### config.mk
export PLATFORM = sky130hd
export DESIGN_NAME = ysyx_22041211_wbu
export DESIGN_NICKNAME = d
export VERILOG_FILES = /design/src/rtl/ysyx_22041211_wbu.sv
export SDC_FILE = /design/constraint.sdc
export NUM_CORES = 2
export LEC_CHECK = 0
export BUFFER_PORTS_ARGS = -buffer_cell sky130_fd_sc_hd__buf_2
export CAP_MARGIN = 0
export CORE_MARGIN = 2
export CORE_UTILIZATION = 25
export CTS_CLUSTER_DIAMETER = 30
export DETAILED_ROUTE_END_ITERATION = 10
export GPL_TIMING_DRIVEN = 0
export PLACE_DENSITY = 0.43
export SETUP_SLACK_MARGIN = 0.5
export SLEW_MARGIN = 10
export SYNTH_ARGS = -nofsm -noshare
export SYNTH_HDL_FRONTEND = slang
export SYNTH_SLANG_ARGS = --single-unit
### constraint.sdc
create_clock -name clk -period 2 [get_ports clk]
set_input_delay 0.1 -clock clk [delete_from_list [all_inputs] [get_ports clk]]
set_output_delay 0.1 -clock clk [all_outputs]
set_load 0.01 [all_outputs]
### src/rtl/ysyx_22041211_wbu.sv
// Write-back stage: captures one retiring instruction from the LSU, commits it to the GPR file, CSR port and instret.
// Latency: accept at edge T, commit cycle T->T+1, GPR/instret updated at edge T+1 (one instruction per 2 cycles).
// Backpressure: wbu_ready_o is low during the single commit cycle; lsu_valid_i is ignored then.
module ysyx_22041211_wbu #(
    parameter int DATA_LEN = 32,
    parameter int CNT_LEN  = 64
) (
    input  logic                clk,
    input  logic                rst,
    input  logic                lsu_valid_i,
    output logic                wbu_ready_o,
    input  logic                wd_i,
    input  logic [4:0]          wreg_i,
    input  logic [DATA_LEN-1:0] wdata_i,
    input  logic                csr_wen_i,
    input  logic [11:0]         csr_addr_i,
    input  logic [DATA_LEN-1:0] csr_wdata_i,
    input  logic [4:0]          raddr1_i,
    input  logic [4:0]          raddr2_i,
    output logic [DATA_LEN-1:0] rdata1_o,
    output logic [DATA_LEN-1:0] rdata2_o,
    output logic                csr_wen_o,
    output logic [11:0]         csr_waddr_o,
    output logic [DATA_LEN-1:0] csr_wdata_o,
    output logic                wbu_valid_o,
    output logic [CNT_LEN-1:0]  instret_o
);

    typedef enum logic {
        WB_IDLE   = 1'b0,
        WB_COMMIT = 1'b1
    } wb_state_t;

    wb_state_t           state;
    logic                cap_wd;
    logic [4:0]          cap_wreg;
    logic [DATA_LEN-1:0] cap_wdata;
    logic                cap_csr_wen;
    logic [11:0]         cap_csr_addr;
    logic [DATA_LEN-1:0] cap_csr_wdata;
    logic [DATA_LEN-1:0] gpr [32];
    logic [CNT_LEN-1:0]  instret_q;
    logic                commit;

    assign commit = (state == WB_COMMIT);

    // Handshake FSM: capture the instruction on accept, spend exactly one cycle committing it.
    always_ff @(posedge clk or negedge rst) begin
        if (!rst) begin
            state         <= WB_IDLE;
            cap_wd        <= 1'b0;
            cap_wreg      <= 5'd0;
            cap_wdata     <= '0;
            cap_csr_wen   <= 1'b0;
            cap_csr_addr  <= 12'd0;
            cap_csr_wdata <= '0;
        end else begin
            case (state)
                WB_IDLE: begin
                    if (lsu_valid_i) begin
                        cap_wd        <= wd_i;
                        cap_wreg      <= wreg_i;
                        cap_wdata     <= wdata_i;
                        cap_csr_wen   <= csr_wen_i;
                        cap_csr_addr  <= csr_addr_i;
                        cap_csr_wdata <= csr_wdata_i;
                        state         <= WB_COMMIT;
                    end
                end
                WB_COMMIT: state <= WB_IDLE;
                default:   state <= WB_IDLE;
            endcase
        end
    end

    // GPR file write at the end of the commit cycle; x0 is never written so it stays zero.
    always_ff @(posedge clk or negedge rst) begin
        if (!rst) begin
            for (int i = 0; i < 32; i++) begin
                gpr[i] <= '0;
            end
        end else if (commit && cap_wd && (cap_wreg != 5'd0)) begin
            gpr[cap_wreg] <= cap_wdata;
        end
    end

    // Retired-instruction counter, wraps naturally at its width.
    always_ff @(posedge clk or negedge rst) begin
        if (!rst) begin
            instret_q <= '0;
        end else if (commit) begin
            instret_q <= instret_q + 1'b1;
        end
    end

    // Asynchronous read ports with no bypass from the pending commit.
    assign rdata1_o = (raddr1_i == 5'd0) ? '0 : gpr[raddr1_i];
    assign rdata2_o = (raddr2_i == 5'd0) ? '0 : gpr[raddr2_i];

    assign wbu_ready_o = !commit;
    assign wbu_valid_o = commit;
    assign csr_wen_o   = commit && cap_csr_wen;
    assign csr_waddr_o = commit ? cap_csr_addr  : 12'd0;
    assign csr_wdata_o = commit ? cap_csr_wdata : '0;
    assign instret_o   = instret_q;

endmodule

### After elaboration in Yosys (flattened, before gate mapping)

Cells that the tools add are included.

| operators by class | value |
|---|---|
| $lt $le $gt $ge | 4 |
| reductions and logical operators | 9 |
| muxes and demuxes | 15 |
| $add $sub $neg | 1 |
| bitwise operators | 4 |

Operator list:

| operator | number |
|---|---|
| bitwise mux 1024 bit | 1 |
| binary-select mux 32 bit (select 5 bit) | 2 |
| two-way mux 32 bit | 8 |
| demux 32 bit (select 5 bit) | 1 |
| adder 64 x 1 -> 64 bit, second input constant | 1 |
| >= comparator 6 bit, second input constant | 3 |
| NOT 5 -> 6 bit | 3 |
| two-way mux 12 bit | 1 |
| logical NOT 5 bit | 2 |
| less-than comparator 6 x 1 -> 1 bit, second input constant | 1 |
| nonzero test 5 bit | 1 |
| logical AND 1 bit | 4 |
| one-hot mux 1 bit (2 select lines) | 1 |
| AND reduction 2 bit | 1 |
| logical NOT 1 bit | 1 |
| two-way mux 1 bit | 1 |
| NOT 1 bit | 1 |

| storage, ports and cells | value |
|---|---|
| input bits | 96 |
| register bits after elaboration | 1172 |
| word-level logic and storage cells | 73 |
| output and inout bits | 175 |

### Logic depth before layout (Yosys ltp)

| depth | value |
|---|---|
| word-level depth | 6 |
| gate-level depth with buffers | 9 |
| gate-level depth less buffers | 6 |

### Worst setup path after synthesis

No wires, ideal clock.

| timing | value |
|---|---|
| path type | reg2reg |
| start point | register state, in the netlist wbu_valid_o |
| end point | register gpr[100] (netlist name) |
| stages on the path, launching flop included | 7 |
| buffers on the path | 2 |
| period minus slack after synthesis | 1.983 ns |
| arrival | 1.859 ns |
| path slack | 0.017 ns |
| setup time | 0.125 ns |
| data required time | 1.875 ns |
| cell sequence | dfrtp_1 -> buf_2 -> nand2_1 -> or3_1 -> nor2_1 -> buf_2 -> mux2_2 |

| between the ends | value |
|---|---|
| cells in the longest elaborated chain, start to end | 2 |

Ends and longest elaborated chain:

| what | RTL line | source |
|---|---|---|
| from (decl) | 34 | `wb_state_t state;` |
| from (signal assigned) | 50 | `state <= WB_IDLE;` |
| from (signal assigned) | 67 | `state <= WB_COMMIT;` |
| from (signal assigned) | 70 | `WB_COMMIT: state <= WB_IDLE;` |
| logical AND 1 bit (2 in series) | 82 | `end else if (commit && cap_wd && (cap_wreg != 5'd0)) begin` |
| to (signal, indexed assignment) | 83 | `gpr[cap_wreg] <= cap_wdata;` |
| to (decl) | 41 | `logic [DATA_LEN-1:0] gpr [32];` |

No other way between the ends.
A chain may end at the register's enable or synchronous reset.

### Final worst setup path

| timing | value |
|---|---|
| start point | input port raddr1_i[1] |
| end point | output port rdata1_o[2] |

| between the ends | value |
|---|---|
| cells in the longest elaborated chain, start to end | 5 |
| elaborated cells between the ends (all ways) | 6 |
| classes of those cells | 4 x mux; 1 x bitwise; 1 x reduce/logical |

Ends and longest elaborated chain:

| what | RTL line | source |
|---|---|---|
| from (decl) | 18 | `input logic [4:0] raddr1_i,` |
| NOT 5 -> 6 bit (implied by the code) | 97 | `assign rdata1_o = (raddr1_i == 5'd0) ? '0 : gpr[raddr1_i];` |
| binary-select mux 32 bit (select 5 bit) | 97 |  |
| two-way mux 32 bit (implied by the code) (2 in series) | 97 |  |
| two-way mux 32 bit (*) | 97 |  |
| to (decl) | 20 | `output logic [DATA_LEN-1:0] rdata1_o,` |

Every way passes the cells marked *; elsewhere a longest branch is shown, timed or not. The select of a mux whose other input is x is not followed.

==> impl_metrics.ini <==
[routing]
drtIter0Drc = 3807
antenna_left = 0
first_pass_iters = 5
vias = 45200
routed_wl_um = 295000
drc = 0
viasPerCell = 5.20
post_drt_wl_per_cell_um = 34.0

[clock_network]
clkTransAtPathRegs_ns = 0.04
clk_latency_ns = 0.94
tritoncts = yes
numCtsBuffers = 348
numClockSinks = 1172
htree_num_levels = 5
cts_buffer_depth = 4
clock-root-buffer = clkbuf_16

[pwr]
p_per_area_mw_per_mm2 = 1220
power_mw = 113
p_leak_nw = 40.5
peakVddDrop_mv = 0.988

[floorplan]
rows = 180
ios = 271
die_w_um = 496
core-area_sq_mm = 0.241
die_h_um = 496
dieArea_sq_mm = 0.246
initial_utilization_pct = 25.2

[timing]
drv_slew = 0
slew_headroom_pct = 2.89
worstMarginPinSlew_ns = 1.46
hold_viol = 618
fmax_ghz = 0.338
rsz0062_at_grt = true
setup_slack_ns = -0.962
fin_crit_sh_pct = 148
setup_violations = 879
hold_slack_ns = -0.912
fin_crit_ns = 2.96
clock_skew_ns = 0.0396

[yosys]
ys_seq_area_share_pct = 48.4
synth_fp_nets = 4266
yosys_warnings = 0
synthArstFlopShare_pct = 100
syn_avg_cell_area_sq_um = 14.5
syn_inst = 4169
ys_ff_latch = 1172
synth_area_leaders = dfrtp_1 48%, mux2_2 21%, mux4_2 16%
syn_area_sq_mm = 0.0606
synthFlopType = dfrtp_1
synth_edf_count = 0
synth.distinct_cells = 47
synth_top_area_cell = dfrtp_1
synth.top_cell.area_share_pct = 48.4

[run_status]
violations = negative hold slack, negative setup slack
outcome = finished with violations

[finish]
multi_input_area_sq_mm = 0.0349
postLayoutCoreUtil_pct = 38.3
nets = 5317
syn_to_final_growth_pct = 52.2
fill_cells = 22300
drive_gt1_share_pct = 62.1
seqCellArea_sq_mm = 0.0293

[global_route]
grt_overflow_total = 0
grt_max_degree = 141
antenna_found_initial = 15
grt_pass1_vias = 46000
grt.total_usage_pct = 22.7
grt_first_pass_wirelength_um = 387000

[placement]
dpl.hpwl_um = 202000
portBuffers = 265
gp_congestion = 0.921

[critical_path]
cp-end-kind = primary output
slowest_delay_ns = 0.49
crit_arrival_ns = 2.86
path_delay_family = buffers and inverters
r2r_slack_ns = -0.27
cp_num_buf_inv = 5
r2r_start = wbu_valid_o
crit_fanout = 11
cpMostUsedCell = buf_2
cp_slowest_cell = nor3_4
path_depth = 9
worst_r2r_path_depth = 9
endpoint = rdata1_o[2]
required_ns = 1.90
start_kind = input port
crit_type = input port to primary output
cp_cell_sequence = buf_2 > buf_4 > buf_2 > nand2_4 > clkbuf_4 > o221ai_1 > a211oi_4 > nor3_4 > buf_2
crit_start = raddr1_i[1]
regToRegEndpoint = gpr[921]

[job]
max_cap_viol_count = 0

[hold_path]
hp-class = input port to asynchronous set/reset pin
-- placed cells by master, fill, tap and decap left out, types with 25 or more instances in the layout --
cell type and count:
a211oi_4 51, and2_4 45, and3_4 25, buf_12 124
buf_2 213, buf_4 133, buf_6 165, buf_8 28
bufinv_16 42, clkbuf_1 183, clkbuf_16 434, clkbuf_2 55
clkbuf_8 92, clkinv_2 67, dfrtp_1 1158, dlygate4sd3_1 154
mux2_2 559, mux2_4 566, mux2i_1 125, mux2i_4 51
mux4_2 433, nand2_1 67, nand2b_1 29, nand3_1 37
nor2_4 28, nor3_2 25, nor3_4 30, o221ai_1 32
o22ai_1 38, xnor2_1 35, xor2_1 27
-- cells in the mapped netlist, types with 2 or more instances --
master        n
a2111oi_0    18
a211oi_1     72
a21oi_1      19
a221o_1       4
a22o_1       37
a22oi_1      13
and2_1       48
and3_1       28
and4_1        2
buf_1        54
buf_2       112
buf_4        21
clkbuf_1    251
dfrtp_1    1172
inv_1        16
mux2_2     1124
mux2i_1     180
mux4_2      433
nand2_1      87
nand2b_1     30
nand3_1      50
nand3b_1      4
nand4_1      21
nand4_4       3
nor2_1       68
nor2b_1      24
nor3_1       70
nor3b_1       4
nor4_1        2
nor4_2        4
o21ai_0      25
o221ai_1     32
o22a_1        4
o22ai_1      58
o31ai_1       3
or2_2         2
or3_1         3
xnor2_1      36
xor2_1       27
-- layout make-up --
class	count	area share (%)
sequential	1172	31.8
clock buffer	478	11.0
buffer	438	4.80
multi-input combinational	2543	37.9
inverter	16	0.0706
tap	3185	4.32
antenna	11	0.0299
timing repair buffer	701	8.09
clock inverter	139	2.00
-- repair_timing --
item / in CTS / in global routing
cloned: 4 / 72
endpoints found under the hold margin: 726 / 428
endpoints found under the setup margin: 1559 / 1560
gates resized for setup: 514 / 824
pin swaps: 85 / 116
setup buffers: 58 / 141
hold buffers: 152 / 2
-- sequential cells by signal, summed over array words and instances (netlist names) --
signal	flops
cap_wreg	5
gpr	1024
wbu_valid_o	1
cap_wd	1
instret_o	64
cap_csr_wen	1
cap_wdata	32
cap_csr_addr	12
cap_csr_wdata	32
-- logic make-up after synthesis --
| family | Yosys count | synth area share, % |
|---|---|---|
| AOI/OAI and AO/OA | 285 | 3.44 |
| xor gates and xnor gates | 63 | 0.911 |
| adders and majority gates | 1 | 0.0207 |
| buffers and inverters | 455 | 3.19 |
| DFF | 1172 | 48.4 |
| muxes | 1738 | 40.0 |
| and+or+nand+nor | 455 | 4.00 |
-- through the flow --
step                setup TNS [ns]  area (sq um)  std cells  setup slack (ns)
floorplan                        0         63700       4169             0.121
global placement                 -         69000       7619            -29.38
detailed placement         -676.84         69300       7627             -2.00
CTS                        -143.66         85800       8457            -0.989
global route               -164.06         92100       8675            -0.960
finish                     -135.77         92200       8683            -0.962
-- how the worst min path moves through the flow --
stage	to
6_report	gpr[208]
5_1_grt	gpr[208]
4_1_cts	gpr[112]
3_5_place_dp	gpr[112]
3_3_place_gp	cap_csr_wdata[20]
2_1_floorplan	cap_csr_addr[0]
-- per-layer routing --
| metal | vias up | wire length, um | GRT usage (%) |
|---|---|---|---|
| li1 | 18100 | - | - |
| met3 | 668 | 19400 | 5.11 |
| met5 | - | 0 | 0 |
| met4 | 0 | 18200 | 11.7 |
| met2 | 1967 | 137000 | 35.6 |
| met1 | 24400 | 121000 | 29.3 |
-- power breakdown --
| group | total [mW] | switching (mW) | internal (mW) |
|---|---|---|---|
| logic | 22.3 | 9.84 | 12.5 |
| registers | 33.6 | 4.70 | 28.9 |
| clock network | 56.6 | 16.4 | 40.2 |
(Power assumes the default switching activity.)
